==> config.mk <==
export PLATFORM = sky130hd
export DESIGN_NAME = pipelined_cla_adder
export DESIGN_NICKNAME = d
export VERILOG_FILES = /design/src/rtl/pipelined_cla_adder.sv
export SDC_FILE = /design/constraint.sdc
export NUM_CORES = 1
export LEC_CHECK = 0
export ABC_AREA = 1
export ABC_CLOCK_PERIOD_IN_PS = 2800
export BUFFER_PORTS_ARGS = -buffer_cell sky130_fd_sc_hd__buf_2
export CAP_MARGIN = 30
export CORE_AREA = 10 10 107 109
export CTS_CLUSTER_SIZE = 8
export DETAILED_ROUTE_END_ITERATION = 10
export DIE_AREA = 0 0 117 119
export HOLD_SLACK_MARGIN = 0.02
export PLACE_DENSITY = 0.86
export SETUP_SLACK_MARGIN = 0.2
export SYNTH_ARGS = -nofsm -noshare
export SYNTH_HDL_FRONTEND = slang
export SYNTH_SLANG_ARGS = --single-unit
export TNS_END_PERCENT = 20
==> constraint.sdc <==
create_clock -name clk -period 2.8 [get_ports clk]
set_input_delay 0.28 -clock clk [delete_from_list [all_inputs] [get_ports clk]]
set_output_delay 0.28 -clock clk [all_outputs]
set_load 0.02 [all_outputs]
==> src/rtl/pipelined_cla_adder.sv <==
`default_nettype none
// ============================================================================
//  Module      : pipelined_cla_adder
//  Description : Parameterised pipelined carry-lookahead adder/subtractor.
//                The operand is split into 4-bit lookahead groups; each
//                pipeline stage resolves GROUPS_PER_STAGE of them, and the
//                group carry is registered between stages. Operand bits not
//                yet consumed and sum bits already produced ride along in the
//                stage registers, so the result leaves the last stage aligned.
//                A single global stall freezes every stage while the output
//                holds a result that the consumer has not yet taken.
//  Revision    : 1.0  initial release
// ----------------------------------------------------------------------------
//  Parameters
//    WIDTH             operand width, multiple of 4, 4..64
//    GROUPS_PER_STAGE  4-bit groups per stage, must divide WIDTH/4
//  Ports
//    clk        in   rising-edge clock
//    reset      in   asynchronous active-high reset
//    in_valid   in   operand beat offered
//    in_ready   out  beat accepted this cycle when in_valid is also high
//    a, b       in   operands [WIDTH-1:0]
//    c_in       in   carry in (ignored when sub=1)
//    sub        in   0: a+b+c_in   1: a-b
//    out_valid  out  result beat present
//    out_ready  in   consumer takes the result
//    s          out  sum / difference [WIDTH-1:0]
//    c_out      out  carry out of the MSB (for sub: 1 = no borrow)
//    overflow   out  two's-complement signed overflow
//  Latency is WIDTH/(4*GROUPS_PER_STAGE) cycles from acceptance to out_valid.
// ============================================================================
module pipelined_cla_adder #(
  parameter int WIDTH            = 16,
  parameter int GROUPS_PER_STAGE = 1
) (
  input  logic             clk,
  input  logic             reset,
  input  logic             in_valid,
  output logic             in_ready,
  input  logic [WIDTH-1:0] a,
  input  logic [WIDTH-1:0] b,
  input  logic             c_in,
  input  logic             sub,
  output logic             out_valid,
  input  logic             out_ready,
  output logic [WIDTH-1:0] s,
  output logic             c_out,
  output logic             overflow
);

  localparam int c_slice  = 4 * GROUPS_PER_STAGE;   // bits resolved per stage
  localparam int c_stages = WIDTH / c_slice;        // pipeline depth L

  // --------------------------------------------------------------------------
  // 4-bit group with full two-level lookahead: every carry is a flat
  // sum-of-products of g, p and the group carry-in (no internal ripple).
  // Returns {carry_out, sum[3:0]}.
  // --------------------------------------------------------------------------
  function automatic logic [4:0] cla4(input logic [3:0] fa,
                                      input logic [3:0] fb,
                                      input logic       fc);
    logic [3:0] g;
    logic [3:0] p;
    logic       c1;
    logic       c2;
    logic       c3;
    logic       c4;
    g  = fa & fb;
    p  = fa | fb;
    c1 = g[0] | (p[0] & fc);
    c2 = g[1] | (p[1] & g[0]) | (p[1] & p[0] & fc);
    c3 = g[2] | (p[2] & g[1]) | (p[2] & p[1] & g[0]) | (p[2] & p[1] & p[0] & fc);
    c4 = g[3] | (p[3] & g[2]) | (p[3] & p[2] & g[1]) | (p[3] & p[2] & p[1] & g[0])
              | (p[3] & p[2] & p[1] & p[0] & fc);
    return {c4, fa ^ fb ^ {c3, c2, c1, fc}};
  endfunction

  // Stage registers (index k = stage k output)
  logic [WIDTH-1:0] r_a  [c_stages];
  logic [WIDTH-1:0] r_b  [c_stages];
  logic [WIDTH-1:0] r_s  [c_stages];
  logic             r_c  [c_stages];
  logic             r_ov [c_stages];
  logic             r_v  [c_stages];

  // Next-state values produced by each stage's combinational slice
  logic [WIDTH-1:0] w_a_n  [c_stages];
  logic [WIDTH-1:0] w_b_n  [c_stages];
  logic [WIDTH-1:0] w_s_n  [c_stages];
  logic             w_c_n  [c_stages];
  logic             w_ov_n [c_stages];
  logic             w_v_n  [c_stages];

  logic w_adv;

  // Global advance: everything moves unless the output is blocked.
  assign w_adv     = ~(out_valid & ~out_ready);
  assign in_ready  = w_adv & ~reset;

  for (genvar k = 0; k < c_stages; k++) begin : g_stage
    logic [WIDTH-1:0]        w_a_i;
    logic [WIDTH-1:0]        w_b_i;
    logic [WIDTH-1:0]        w_s_i;
    logic [WIDTH-1:0]        w_s_m;
    logic                    w_c_i;
    logic                    w_v_i;
    logic [GROUPS_PER_STAGE:0] w_cc;
    logic [c_slice-1:0]      w_sg;

    if (k == 0) begin : g_head
      // Subtraction folds into addition: a + ~b + 1.
      assign w_a_i = a;
      assign w_b_i = sub ? ~b : b;
      assign w_s_i = '0;
      assign w_c_i = sub ? 1'b1 : c_in;
      assign w_v_i = in_valid;
    end else begin : g_body
      assign w_a_i = r_a[k-1];
      assign w_b_i = r_b[k-1];
      assign w_s_i = r_s[k-1];
      assign w_c_i = r_c[k-1];
      assign w_v_i = r_v[k-1];
    end

    // Groups inside one stage chain their carries combinationally.
    assign w_cc[0] = w_c_i;
    for (genvar j = 0; j < GROUPS_PER_STAGE; j++) begin : g_grp
      localparam int c_lsb = (k * GROUPS_PER_STAGE + j) * 4;
      assign {w_cc[j+1], w_sg[4*j +: 4]} =
        cla4(w_a_i[c_lsb +: 4], w_b_i[c_lsb +: 4], w_cc[j]);
    end

    // Splice this stage's sum bits into the travelling result word.
    always_comb begin
      w_s_m = w_s_i;
      w_s_m[k*c_slice +: c_slice] = w_sg;
    end

    assign w_a_n[k]  = w_a_i;
    assign w_b_n[k]  = w_b_i;
    assign w_s_n[k]  = w_s_m;
    assign w_c_n[k]  = w_cc[GROUPS_PER_STAGE];
    assign w_v_n[k]  = w_v_i;
    // Carry into the MSB is a^b'^s at that bit; overflow is it XOR carry-out.
    // Only the final stage's value is meaningful.
    assign w_ov_n[k] = w_a_i[WIDTH-1] ^ w_b_i[WIDTH-1] ^ w_s_m[WIDTH-1]
                       ^ w_cc[GROUPS_PER_STAGE];
  end

  always_ff @(posedge clk or posedge reset) begin
    if (reset) begin
      for (int k = 0; k < c_stages; k++) begin
        r_a[k]  <= '0;
        r_b[k]  <= '0;
        r_s[k]  <= '0;
        r_c[k]  <= 1'b0;
        r_ov[k] <= 1'b0;
        r_v[k]  <= 1'b0;
      end
    end else if (w_adv) begin
      for (int k = 0; k < c_stages; k++) begin
        r_a[k]  <= w_a_n[k];
        r_b[k]  <= w_b_n[k];
        r_s[k]  <= w_s_n[k];
        r_c[k]  <= w_c_n[k];
        r_ov[k] <= w_ov_n[k];
        r_v[k]  <= w_v_n[k];
      end
    end
  end

  // The last stage register doubles as the output register.
  assign out_valid = r_v[c_stages-1];
  assign s         = r_s[c_stages-1];
  assign c_out     = r_c[c_stages-1];
  assign overflow  = r_ov[c_stages-1];

endmodule
`default_nettype wire

==> tab_implementation.tex, run 1 <==
\begin{tabular}{lr}
\hline
Metric & Value \\
\hline
\multicolumn{2}{l}{\textbf{Status}} \\
Run status & completed \\
\multicolumn{2}{l}{\textbf{Routing}} \\
Via count normalized by instance count & $\sim$4.9 \\
Final antenna-violating net count & 0 \\
Routed wire per std cell & $\sim$13 um \\
Overall via count from detail\_route & 3467 \\
DR pass1 iterations & 4 \\
Total length of routed wires & roughly 9.4 mm \\
Residual DRC count & 0 \\
DRC violation total after the first TritonRoute iteration & $\sim$220 \\
\multicolumn{2}{l}{\textbf{Finish}} \\
Proportion of layout cells with a drive suffix above 1 & between 10 and 15\% \\
Antenna diode count & 0 \\
Highest-count cells in the layout ignoring fill and taps & nand2\_1, dfrtp\_1, inv\_1, buf\_2, ha\_1 \\
Final nets & about 660 \\
Count of filler cells inserted in the layout & roughly 800 \\
Signed area change from the synthesized netlist to the final layout & 12.7\% \\
FF+latch area & between 2000 and 2500 um2 \\
Utilization of the core after routing & approximately 56\% \\
Most frequent standard cell in the layout excluding fill and tap cells & nand2\_1 \\
Footprint of the multi-input gates & 1890 um2 \\
\multicolumn{2}{l}{\textbf{Clock network}} \\
Number of gates given a new drive strength after cts & 0 \\
Bufs on Longest Clock Path & 2 \\
H-tree lvl count & 3 \\
CTS buffer count & 9 \\
TritonCTS Sinks & 97 \\
\# Post-CTS Setup Buffers & 0 \\
Cts hold-fix bufs & 0 \\
CTS Root Cell & clkbuf\_8 \\
Post-CTS clock slew at the launch and capture registers of the worst setup and hold paths & about 0.08 ns \\
Clock tree from TritonCTS & built \\
Latest clock arrival within the worst-skew pair & 0.37 ns \\
\multicolumn{2}{l}{\textbf{Power and ir drop}} \\
Cell leakage power & between 2 and 3 nW \\
Peak supply drop & approximately 0.4 mV \\
Power density normalized to cell area & roughly 1100 nW/um2 \\
\multicolumn{2}{l}{\textbf{Worst hold path}} \\
Hold Path Class & input port to async pin \\
\multicolumn{2}{l}{\textbf{Worst setup path}} \\
Largest fanout on the critical path & 23 \\
Worst Setup SP & out\_valid \\
Endpoint required time on the critical path & 2.52 ns \\
Critical Path Sink Type & primary output \\
Worst setup path endpoint & in\_ready \\
Kind of start point of the critical path & flip-flop \\
Worst setup path class & flip-flop to primary output \\
Worst r2r dst & g\_stage[1].w\_s\_i[2] \\
Endpoint arrival time on the critical path & between 1 and 1.5 ns \\
R2R depth & 6 \\
R2r startpoint & out\_valid \\
Setup slack of the worst register-to-register path & roughly 1.2 ns \\
\multicolumn{2}{l}{\textbf{STA}} \\
Total count of max-transition violations in the final report & 0 \\
Final-report setup violation count & 0 \\
Pin slew with the least headroom to its limit & 0.516 ns \\
Min Hold Slack & approximately 0.039 ns \\
Highest clock rate & between 0.5 and 0.6 GHz \\
Final worst-path setup slack & around 1.1 ns \\
Worst rel slew slack & between 60\% and 70\% \\
Time the final worst path needs with I/O delays and setup & between 1.5 and 2 ns \\
Final clock skew & approximately 0.0075 ns \\
Number of endpoints with negative hold slack in the final report & 0 \\
Summed negative setup slack over all endpoints & 0 ns \\
Share of the clock period used by the worst path & slightly above 60\% \\
RSZ-0062 raised after global routing & no \\
\multicolumn{2}{l}{\textbf{Die}} \\
Die Span Y & roughly 120 um \\
Starting density of the core & $\sim$50\% \\
Site row count & 36 \\
Floorplan Core Area & 9460 um2 \\
I/O pins & 58 \\
Full die area & $\sim$14000 um2 \\
Die width & between 100 and 150 um \\
\multicolumn{2}{l}{\textbf{Yosys}} \\
Count of yosys warnings during synthesis & 0 \\
Proportion of synthesized chip area in sequential cells & about half \\
Number of flip-flops and latches in the synthesized netlist & 97 \\
Net count after synthesis & 609 \\
Number of cells produced by synthesis & roughly 540 \\
Unique masters post-synth & 24 \\
Cell area after technology mapping & $\sim$4700 um2 \\
Mean post-synth cell area & approximately 8.8 um2 \\
\multicolumn{2}{l}{\textbf{Place}} \\
Routability congestion estimate & between 0.8 and 0.9 \\
Buffers on Ports & 57 \\
DP Wirelength & roughly 6.5 mm \\
Post-place setup slack & 0.936 ns \\
\multicolumn{2}{l}{\textbf{Global route}} \\
Initial antenna violation count & 0 \\
Wire length of the first global-routing pass & 16.5 mm \\
Total track usage & 14.5\% \\
Remaining global-route overflow & 0 \\
Vias in the first global route & between 3000 and 4000 \\
Pin count of the biggest net entering global routing & 98 \\
\multicolumn{2}{l}{\textbf{Job}} \\
\# Max-Cap Violations & 0 \\
\hline
\end{tabular}
==> synth_stat cells <==
master | count | share of area [%]
buf_4 | 7 | 1.1
nand4_2 | 1 | 0.26
buf_8 | 1 | 0.32
nand2_2 | 1 | 0.13
xnor2_1 | 16 | 3.0
fa_1 | 4 | 1.7
buf_6 | 2 | 0.48
dfrtp_1 | 97 | 51
o21ai_0 | 31 | 3.3
o21ai_1 | 28 | 3.0
nand4_1 | 2 | 0.26
nand3_1 | 18 | 1.9
buf_2 | 10 | 1.1
inv_2 | 2 | 0.16
or2_2 | 1 | 0.13
nor2_1 | 13 | 1.0
ha_1 | 32 | 8.5
clkbuf_1 | 2 | 0.16
a21oi_1 | 10 | 1.1
o21ai_2 | 2 | 0.37
nand2_1 | 180 | 14
nor2_4 | 1 | 0.24
inv_1 | 69 | 5.5
xor2_1 | 5 | 0.93
==> worst min-delay path by stage <==
stage | startpoint | endpoint | slack [ns] | cells after the start
global route | a[14] | g_stage[1].w_a_i[14] | 0.1 | 3
floorplan | a[10] | g_stage[1].w_a_i[10] | 0.39 | 2
global placement | g_stage[3].w_s_i[7] | s[7] | 0.45 | 2
detailed placement | g_stage[2].w_s_i[0] | g_stage[3].w_s_i[0] | 0.45 | 2
finish | reset | g_stage[1].w_v_i | 0.04 | 3
CTS | reset | c_out | 0.07 | 3
==> report_power, final <==
part / total, mW / switching (mW) / internal, mW
combinational: 2.20 / 1.40 / 0.798
sequential: 2.35 / 0.331 / 2.02
clock: 1.16 / 0.474 / 0.684
total: 5.71 / 2.21 / 3.51
==> routing by layer <==
| layer | global-route usage (%) | vias up | part of all wire [%] |
|---|---|---|---|
| met1 | 17.4 | 1638 | 43 |
| met2 | 23.6 | 71 | 50 |
| met4 | 7.81 | 0 | 2.3 |
| met5 | 0 | - | 0 |
| li1 | - | 1738 | - |
| met3 | 3.11 | 20 | 4.7 |
==> flip-flops by register name (all words and copies together), names as in the netlist <==
signal / cells
out_valid: 1
g_stage.w_c_i: 3
overflow: 1
c_out: 1
g_stage.w_a_i: 24
g_stage.w_b_i: 24
s: 16
g_stage.w_v_i: 3
g_stage.w_s_i: 24
==> kinds of logic after synthesis <==
family | after synthesis | synth area share [%]
AOI/OAI and AO/OA | 71 | 7.67
adders and majority gates | 36 | 10.2
and+or+nand+nor | 217 | 18.2
xor gates and xnor gates | 21 | 3.89
buffers and inverters | 93 | 8.75
DFF | 97 | 51.3
==> through the flow <==
| step | total power [mW] | cells | instance area (um2) |
|---|---|---|---|
| 5_1_grt | 6.23 | 703 | 5340 |
| 3_3_place_gp | 4.41 | 687 | 5080 |
| 6_report | 5.71 | 703 | 5340 |
| 2_1_floorplan | 4.00 | 535 | 4740 |
| 4_1_cts | 5.76 | 703 | 5340 |
| 3_5_place_dp | 4.59 | 687 | 5080 |
==> final cells by class <==
type,count,area share [%]
clock buffers,11,2.46
clock inverters,5,2.39
inverters,71,5.07
multi-input cells,345,35.4
flip-flops and latches,97,45.5
well taps,114,2.67
repair buffers,60,6.47
==> worst max-delay path, stage by stage, from the launching register on <==
cell,delay (ns)
dfrtp_1,0.35
inv_1,0.06
nor2_4,0.40
nor2_1,0.07
buf_2,0.17
Power figures use the tool's default switching activity.
==> run 2, diff against run 1 <==
--- a/config.mk
+++ b/config.mk
@@ -5,8 +5,8 @@
 export SDC_FILE = /design/constraint.sdc
 export NUM_CORES = 1
 export LEC_CHECK = 0
-export ABC_AREA = 1
-export ABC_CLOCK_PERIOD_IN_PS = 2800
+export ABC_AREA = 0
+export ABC_CLOCK_PERIOD_IN_PS = 1400
 export BUFFER_PORTS_ARGS = -buffer_cell sky130_fd_sc_hd__buf_2
 export CAP_MARGIN = 30
 export CORE_AREA = 10 10 107 109
==> constraint.sdc (replaced) <==
create_clock -name clk -period 1.4 [get_ports clk]
set_input_delay 0.14 -clock clk [delete_from_list [all_inputs] [get_ports clk]]
set_output_delay 0.14 -clock clk [all_outputs]
set_load 0.02 [all_outputs]
==> tab_implementation.tex, run 2 <==
\begin{tabular}{lr}
\hline
Metric & Value \\
\hline
\multicolumn{2}{l}{\textbf{Place}} \\
Routability congestion estimate & between 0.8 and 0.9 \\
Post-place setup slack & -0.171 ns \\
Buffers on Ports & 57 \\
Placed cell areas & 5360 um2 \\
Cell Count Post-Placement & 686 \\
DP Wirelength & approximately 7.0 mm \\
\multicolumn{2}{l}{\textbf{Yosys}} \\
Synth area leader & dfrtp\_1 \\
Count of yosys warnings during synthesis & 0 \\
Commonest cells in the synthesized netlist & nand2\_1, dfrtp\_1, inv\_1 \\
Cell area after technology mapping & roughly 4800 um2 \\
Mean post-synth cell area & just over 9 um2 \\
Area share of the largest cell type after synthesis & between 50\% and 60\% \\
Number of cells produced by synthesis & roughly 510 \\
Unique masters post-synth & 36 \\
Most frequent cell after synthesis & nand2\_1 \\
Count of flip-flops with a built-in enable after synthesis & 0 \\
Net count after synthesis & between 500 and 600 \\
Leading cell types by total area after synthesis & dfrtp\_1, nand2\_1, ha\_1, o21ai\_0, inv\_1 \\
Number of flip-flops and latches in the synthesized netlist & between 90 and 100 \\
Proportion of synthesized chip area in sequential cells & about half \\
Most instantiated flip-flop cell in the synthesis netlist & dfrtp\_1 \\
Async set-reset flop share out of synthesis & between 90\% and 100\% \\
\multicolumn{2}{l}{\textbf{Die}} \\
Floorplan Core Area & about 9500 um2 \\
I/O pins & 58 \\
Die Span Y & between 100 and 150 um \\
Die width & approximately 120 um \\
Starting density of the core & between 50\% and 60\% \\
Full die area & approximately 14000 um2 \\
Site row count & 36 \\
\multicolumn{2}{l}{\textbf{Clock network}} \\
TritonCTS Sinks & 97 \\
Clock tree from TritonCTS & built \\
CTS Root Cell & clkbuf\_8 \\
Latest clock arrival within the worst-skew pair & between 0.3 and 0.4 ns \\
Post-CTS clock slew at the launch and capture registers of the worst setup and hold paths & $\sim$0.10 ns \\
CTS buffer count & 9 \\
Bufs on Longest Clock Path & 2 \\
H-tree lvl count & 3 \\
\multicolumn{2}{l}{\textbf{Worst setup path}} \\
Endpoint arrival time on the critical path & between 1.5 and 2 ns \\
Standard cell with the maximum stage delay on the critical path & a221oi\_4 \\
Top cell family by delay on the critical path & compound AO/OA/AOI/OAI gates \\
Kind of start point of the critical path & flip-flop \\
Endpoint required time on the critical path & 1.68 ns \\
Critical Path Sink Type & flip-flop \\
Critical path buffers and inverters & 1 \\
Worst setup path class & flip-flop to flip-flop \\
Largest stage delay, worst path & 0.39 ns \\
List of cells traversed by the critical path & inv\_1, ha\_1, a221oi\_4, mux2i\_1, nand2\_1 \\
Largest fanout on the critical path & 4 \\
\multicolumn{2}{l}{\textbf{STA}} \\
Number of endpoints with negative hold slack in the final report & 0 \\
Share of the clock period used by the worst path & 107\% \\
Final clock skew & about 0.016 ns \\
Total count of max-transition violations in the final report & 0 \\
Min Hold Slack & between 0.04 and 0.05 ns \\
Final worst-path setup slack & -0.0976 ns \\
Time the final worst path needs with I/O delays and setup & 1.50 ns \\
RSZ-0062 raised after global routing & yes \\
Worst rel slew slack & 76.0\% \\
Final-report setup violation count & 4 \\
Pin slew with the least headroom to its limit & between 0.3 and 0.4 ns \\
Highest clock rate & approximately 0.67 GHz \\
\multicolumn{2}{l}{\textbf{Routing}} \\
Total length of routed wires & approximately 12 mm \\
Routed wire per std cell & roughly 16 um \\
Via count normalized by instance count & between 5 and 6 \\
DR pass1 iterations & 5 \\
Overall via count from detail\_route & 3811 \\
DRC violation total after the first TritonRoute iteration & between 200 and 300 \\
Final antenna-violating net count & 0 \\
Residual DRC count & 0 \\
\multicolumn{2}{l}{\textbf{Finish}} \\
Final nets & between 600 and 700 \\
Most frequent standard cell in the layout excluding fill and tap cells & nand2\_1 \\
Proportion of layout cells with a drive suffix above 1 & between 20\% and 30\% \\
Signed area change from the synthesized netlist to the final layout & 30.4\% \\
Utilization of the core after routing & 65.5\% \\
Antenna diode count & 0 \\
Post-Layout Cell Count & 731 \\
Highest-count cells in the layout ignoring fill and taps & nand2\_1, dfrtp\_1, buf\_2, inv\_1, o21ai\_0 \\
Count of filler cells inserted in the layout & between 600 and 700 \\
Final instance area & around 6200 um2 \\
\multicolumn{2}{l}{\textbf{Global route}} \\
Wire length of the first global-routing pass & 18.7 mm \\
Total track usage & approximately 17\% \\
Remaining global-route overflow & 0 \\
Initial antenna violation count & 0 \\
Vias in the first global route & 4071 \\
Pin count of the biggest net entering global routing & 70 \\
\multicolumn{2}{l}{\textbf{Status}} \\
Run status & finished, violations left \\
Violated checks & setup timing \\
\multicolumn{2}{l}{\textbf{Power and ir drop}} \\
Power density normalized to cell area & 2120 nW/um2 \\
Peak supply drop & $\sim$0.89 mV \\
Cell leakage power & between 3 and 4 nW \\
\multicolumn{2}{l}{\textbf{Worst hold path}} \\
Hold Path Class & input port to flip-flop \\
\multicolumn{2}{l}{\textbf{Job}} \\
\# Max-Cap Violations & 0 \\
\hline
\end{tabular}
-- run 2: changes by cell type in the layout (fill, tap and decap cells not counted), sizes merged, moves of 8 or more --
cell | before | now
buf | 60 | 101
dlygate4sd3 | 0 | 14
inv | 70 | 43
nand3 | 18 | 3
o21ai | 61 | 36
xnor2 | 16 | 8
xor2 | 5 | 13
-- run 2: final cells by class --
cell class / count / area, um2 / share of cell area [%]
Clock buffer: 10 / 128 / 2.06
Clock inverter: 6 / 113 / 1.82
Inverter: 42 / 161 / 2.60
Multi-Input combinational cell: 346 / 2300 / 37.1
Sequential cell: 97 / 2430 / 39.2
Tap cell: 114 / 143 / 2.30
Timing Repair Buffer: 116 / 928 / 15.0
-- run 2: per-layer routing --
metal,share of wire [%],vias to the layer above,global-route usage [%]
met5,0,-,0
met4,3.6,0,8.89
met2,52,103,28.5
met1,39,1873,18.7
li1,-,1805,-
met3,4.5,30,4.07
-- run 2: logic make-up after synthesis --
| group | Yosys count | synth area share [%] |
|---|---|---|
| simple gates | 218 | 18.9 |
| flops | 97 | 51.1 |
| buf+inv | 67 | 5.98 |
| compound gates | 66 | 9.24 |
| fa+ha+maj | 36 | 10.1 |
| xor+xnor | 21 | 3.87 |
| mux | 4 | 0.843 |
-- run 2: metrics by stage --
stage	power [mW]	TNS, ns
after floorplan	8.06	-0.513
after global placement	9.30	-0.324
after detailed placement	9.64	-1.02
after CTS	12.7	-0.268
after global routing	14.1	-0.736
final	13.2	-0.328
-- run 2: final timing paths --
path / start / end / slack (ns) / cells after the start
max: g_stage[3].w_a_i[13] / overflow / -0.1 / 5
min: b[11] / g_stage[1].w_b_i[11] / 0.05 / 3
max reg2reg: g_stage[3].w_a_i[13] / overflow / -0.1 / 5
min reg2reg: s[7] / s[7] / 0.47 / 2
max in group asynchronous: reset / g_stage[2].w_b_i[10] / 0.50 / 4
min in group asynchronous: reset / g_stage[3].w_s_i[2] / 0.28 / 3
-- run 2: worst min-delay path, delay by kind of cell --
kind / cells / cell delay [ns]
xor+xnor: 1 / 0.10
buf+inv: 1 / 0.08
compound gates: 1 / 0.06
-- run 2: power by group --
| part | total [mW] | switching, mW | internal [mW] |
|---|---|---|---|
| clock | 2.20 | 1.00 | 1.20 |
| sequential | 4.78 | 0.732 | 4.05 |
| combinational | 6.17 | 3.39 | 2.78 |
-- run 2: what timing repair did --
action	4_1_cts	5_1_grt
resized for setup	62	14
setup endpoints to repair	76	50
buffers inserted	7	4
gates cloned	3	1
hold buffers	14	0
pin swaps	30	8
hold endpoints to repair	41	0
